[src/rtl/pipe_stall_ctrl.sv]
// Stall/flush sequencer for the five-stage pipeline: PC/IF-ID enables, bubbles,
// mult/div busy tracking, and exception-entry / eret redirection sequencing.
module pipe_stall_ctrl #(
    parameter int unsigned MULT_LAT = 5,
    parameter int unsigned DIV_LAT  = 10,
    parameter int unsigned CNT_W    = 4
) (
    input  logic clk,
    input  logic reset,
    input  logic stall_hazard,
    input  logic md_start,
    input  logic md_is_div,
    input  logic md_use_D,
    input  logic eret_D,
    input  logic exc_req,
    output logic pc_en,
    output logic if_id_en,
    output logic if_id_clr,
    output logic id_ex_clr,
    output logic flush_all,
    output logic md_busy
);

    typedef enum logic [1:0] {
        RUN        = 2'd0,
        EXC_DRAIN  = 2'd1,
        ERET_FLUSH = 2'd2
    } state_e;

    state_e           state_q, state_d;
    logic [CNT_W-1:0] md_cnt_q, md_cnt_d;

    logic exc_eff;
    logic md_start_eff;
    logic stall;

    // A mult/div in E is younger than the excepting M instruction, so it is cancelled.
    assign exc_eff      = exc_req & (state_q != EXC_DRAIN);
    assign md_start_eff = md_start & ~exc_eff;
    assign md_busy      = md_start_eff | (md_cnt_q != '0);
    assign stall        = stall_hazard | (md_use_D & md_busy);

    always_ff @(posedge clk or posedge reset) begin
        if (reset) begin
            state_q  <= RUN;
            md_cnt_q <= '0;
        end else begin
            state_q  <= state_d;
            md_cnt_q <= md_cnt_d;
        end
    end

    // Busy counter: a new issue reloads; an exception lets an older op finish.
    always_comb begin
        md_cnt_d = md_cnt_q;
        if (md_start_eff) begin
            md_cnt_d = md_is_div ? CNT_W'(DIV_LAT) : CNT_W'(MULT_LAT);
        end else if (md_cnt_q != '0) begin
            md_cnt_d = md_cnt_q - CNT_W'(1);
        end
    end

    always_comb begin
        state_d   = state_q;
        pc_en     = 1'b1;
        if_id_en  = 1'b1;
        if_id_clr = 1'b0;
        id_ex_clr = 1'b0;
        flush_all = 1'b0;

        if (exc_eff) begin
            flush_all = 1'b1;
            if_id_clr = 1'b1;
            id_ex_clr = 1'b1;
            if_id_en  = 1'b0;
        end else if (state_q == ERET_FLUSH) begin
            if_id_clr = 1'b1;
            if_id_en  = 1'b0;
            id_ex_clr = stall;
        end else if (stall) begin
            pc_en     = 1'b0;
            if_id_en  = 1'b0;
            id_ex_clr = 1'b1;
        end

        // A stalled eret waits in RUN; the flush cycle squashes eret+4.
        if (exc_eff) begin
            state_d = EXC_DRAIN;
        end else begin
            case (state_q)
                RUN:        if (eret_D && !stall) state_d = ERET_FLUSH;
                EXC_DRAIN:  state_d = RUN;
                ERET_FLUSH: state_d = RUN;
                default:    state_d = RUN;
            endcase
        end
    end

endmodule
[config.mk]
export PLATFORM = sky130hd
export DESIGN_NAME = pipe_stall_ctrl
export DESIGN_NICKNAME = d
export VERILOG_FILES = /design/src/rtl/pipe_stall_ctrl.sv
export SDC_FILE = /design/constraint.sdc
export NUM_CORES = 1
export LEC_CHECK = 0
export ABC_AREA = 1
export BUFFER_PORTS_ARGS = -buffer_cell sky130_fd_sc_hd__buf_2
export CORE_AREA = 2 2 39 41
export CTS_CLUSTER_DIAMETER = 100
export DETAILED_ROUTE_END_ITERATION = 7
export DIE_AREA = 0 0 41 43
export PLACE_DENSITY = 0.56
export SLEW_MARGIN = 20
export SYNTH_ARGS = -nofsm -noshare
export SYNTH_HDL_FRONTEND = slang
export SYNTH_SLANG_ARGS = --single-unit
[constraint.sdc]
create_clock -name clk -period 2.5 [get_ports clk]
set_input_delay 0.125 -clock clk [delete_from_list [all_inputs] [get_ports clk]]
set_output_delay 0.125 -clock clk [all_outputs]
set_load 0.05 [all_outputs]
==> results.md <==
* RR Endpoint: md_cnt_q[0]
* Clock Pin Slew Worst Setup and Hold Paths at 0.05 ns
* Syn avg cell area at 7.65 um2
* PD cells at 896 nW/um2
* Area growth from synthesis to layout at 28.5%
* Port buffer count at 13
* FF/Latch Area at 150 um2
* Slew Limit Headroom at 74.3%
* CP max-delay cell: dfrtp_1
* CORE AREA at 1380 um2
* R2r worst-path depth at 7
* RSZ-0062 raised after global routing: no
* CTS H-tree lvls at 1
* Final wirelength at 712 um
* Fin area at 531 um2
* Instance count of the mapped netlist at 54
* Area after DPL at 498 um2
* Die area at 1760 um2
* CTS tree: yes
* Seq/Total Area, Yosys at 36.4%
* DR DRC count at 0
* Synth warn at 0
* Num ports at 14
* Max incr delay on CP at 0.37 ns
* Routed WL per cell at 8.18 um
* Post-Syn Area at 413 um2
* Most common cell type on the critical path: nand2_4
* Worst EP arrival at 1.61 ns
* Width of the chip at 41 um
* Share of the synthesized area in the top cell type at 36.4%
* Crit-path cells: inv_1, ha_1, nand2_1, inv_2, nand2_4, nand2_4, nand2_4, nor2_2, buf_2
* Syn_nets at 64
* Leading post-synthesis cells by cell area: dfrtp_1 (36%), nand2_4 (14%), inv_1 (10%)
* Inserted Diodes at 0
* Reg2reg start: md_cnt_q[0]
* Initial DRC Count at 5
* Hold_sp: eret_D
* First-pass GRT wire length at 1.26 mm
* CTS resizes at 0
* Crit. Startpoint: md_cnt_q[0]
* Initial Utilization at 29.8%
* Vias in the first global route at 343
* Clock Tree Buf Depth at 2
* Final GP Congestion at 0.719
* Hold Path Class: input port to flip-flop
* Fin nets at 83
* Actual slew at the worst max-slew pin at 0.381 ns
* Layout cells sized above 1 at 35.2%
* Worst vdd ir at 0.402 mV
* Worst EP required at 2.38 ns
* Netlist cell types at 15
* CTS Buf Count at 3
* Final setup violation count at 0
* Post-CTS Hold Buffers at 1
* Clock latency on the worst-skew pair at 0.25 ns
* Cell row count at 14
* Root buffer cell: clkbuf_4
* TNS Setup at 0 ns
* FF+latch count, synth at 6
* Max-cap violations at 0
* Final min period at 1.73 ns
* Total Routing Usage GR at 11.0%
* Initial antenna violation count at 0
* Final std cells w/o fill at 87
* Crit path kind: flip-flop to primary output
* ANT nets after route at 0
* R2R Setup Slk at 1.33 ns
* Status: finished, final reports clean
* GR Overflow Total at 0
* Vias at 355
* Critical path startpoint category: flip-flop
* Final Hold Viols at 0
* Crit Path Max Fanout at 5
* Static leakage at 0.314 nW
* Final core occ at 38.3%
* Post-CTS Setup Inserts at 0
* Dpl hpwl at 560 um
* Post-placement cell count at 83
* Yosys top cell by area: dfrtp_1
* First drt pass iteration count at 4
* CP endpoint kind: primary output
* Fin. max-slew vios at 0
* Period utilization at 69.3%
* Pre-CTS WS at 1.03 ns
* Multi-input gate area in the final layout at 218 um2
* Setup slack after layout at 0.768 ns
* Hold slack at 0.127 ns
* Crit path to: if_id_en
* Max Fclk at 577 MHz
* Number of fill cells at 154
* Clock Sinks at 6
* Chip Height at 43 um
* Post-Route Skew at 0.00121 ns
* Via-to-Cell Ratio at 4.08
* Final total power at 0.475 mW
* Pin count of the biggest net entering global routing at 7
-- worst max-delay path: cells and delay by family, from the launching register on --
kind | cells | cell delay [ns]
adder cells (fa/ha/maj) | 1 | 0.16
buffers and inverters | 3 | 0.51
flip-flops | 1 | 0.37
AND/OR/NAND/NOR | 5 | 0.31
-- metal layers --
layer	up-vias	global-route usage, %	wire, um
met2	12	17.2	345
li1	196	-	-
met5	-	0	0
met1	147	11.5	311
met3	0	5.24	56
met4	0	6.00	0
-- final cells by class --
| class | instances | share of cell area, % |
|---|---|---|
| clock buffers | 3 | 4.25 |
| inverters | 12 | 8.49 |
| multi-input cells | 36 | 41.0 |
| flip-flops and latches | 6 | 28.3 |
| well taps | 16 | 3.77 |
| repair buffers | 14 | 14.2 |
-- cell families (layout without fill, tap and decap cells) --
group,Yosys count,in the layout,synth area share (%)
xor gates and xnor gates,1,1,2.12
AOI/OAI and AO/OA,5,5,6.06
and+or+nand+nor,28,28,38.5
DFF,6,6,36.4
adders and majority gates,2,2,6.06
buffers and inverters,12,29,10.9
-- power by group --
group	internal, mW	switching, mW
Clock	0.0545	0.0384
Combinational	0.0805	0.147
Sequential	0.130	0.0244
-- state kept, by name (all words and copies together) (netlist names) --
signal and count:
md_cnt_q 4, state_q 2
-- cells in the mapped netlist --
| library cell | n |
|---|---|
| inv_1 | 11 |
| nand2_4 | 5 |
| xnor2_1 | 1 |
| nor2_2 | 2 |
| o21ai_1 | 2 |
| inv_2 | 1 |
| or2_0 | 1 |
| nand3_1 | 5 |
| o21ai_0 | 2 |
| dfrtp_1 | 6 |
| a21oi_1 | 1 |
| nand2_1 | 9 |
| ha_1 | 2 |
| nand2_2 | 1 |
| nor2_1 | 5 |
-- layout by cell type (no fill, tap or decap) --
cell           instances
nand2_1                9
o21ai_1                2
nand3_1                5
nand2_2                1
nor2_1                 5
o21ai_0                2
a21oi_1                1
xnor2_1                1
inv_1                 11
clkbuf_4               3
nor2_2                 2
buf_2                 13
or2_0                  1
dfrtp_1                6
ha_1                   2
inv_2                  1
nand2_4                5
dlygate4sd3_1          1
-- how the worst min path moves through the flow --
stage,end,depth (start not counted)
2_1_floorplan,md_cnt_q[0],1
4_1_cts,state_q[1],3
5_1_grt,state_q[1],3
6_report,state_q[1],3
3_5_place_dp,state_q[0],2
3_3_place_gp,state_q[0],2
Note: power is estimated with default switching activity, not from simulation.
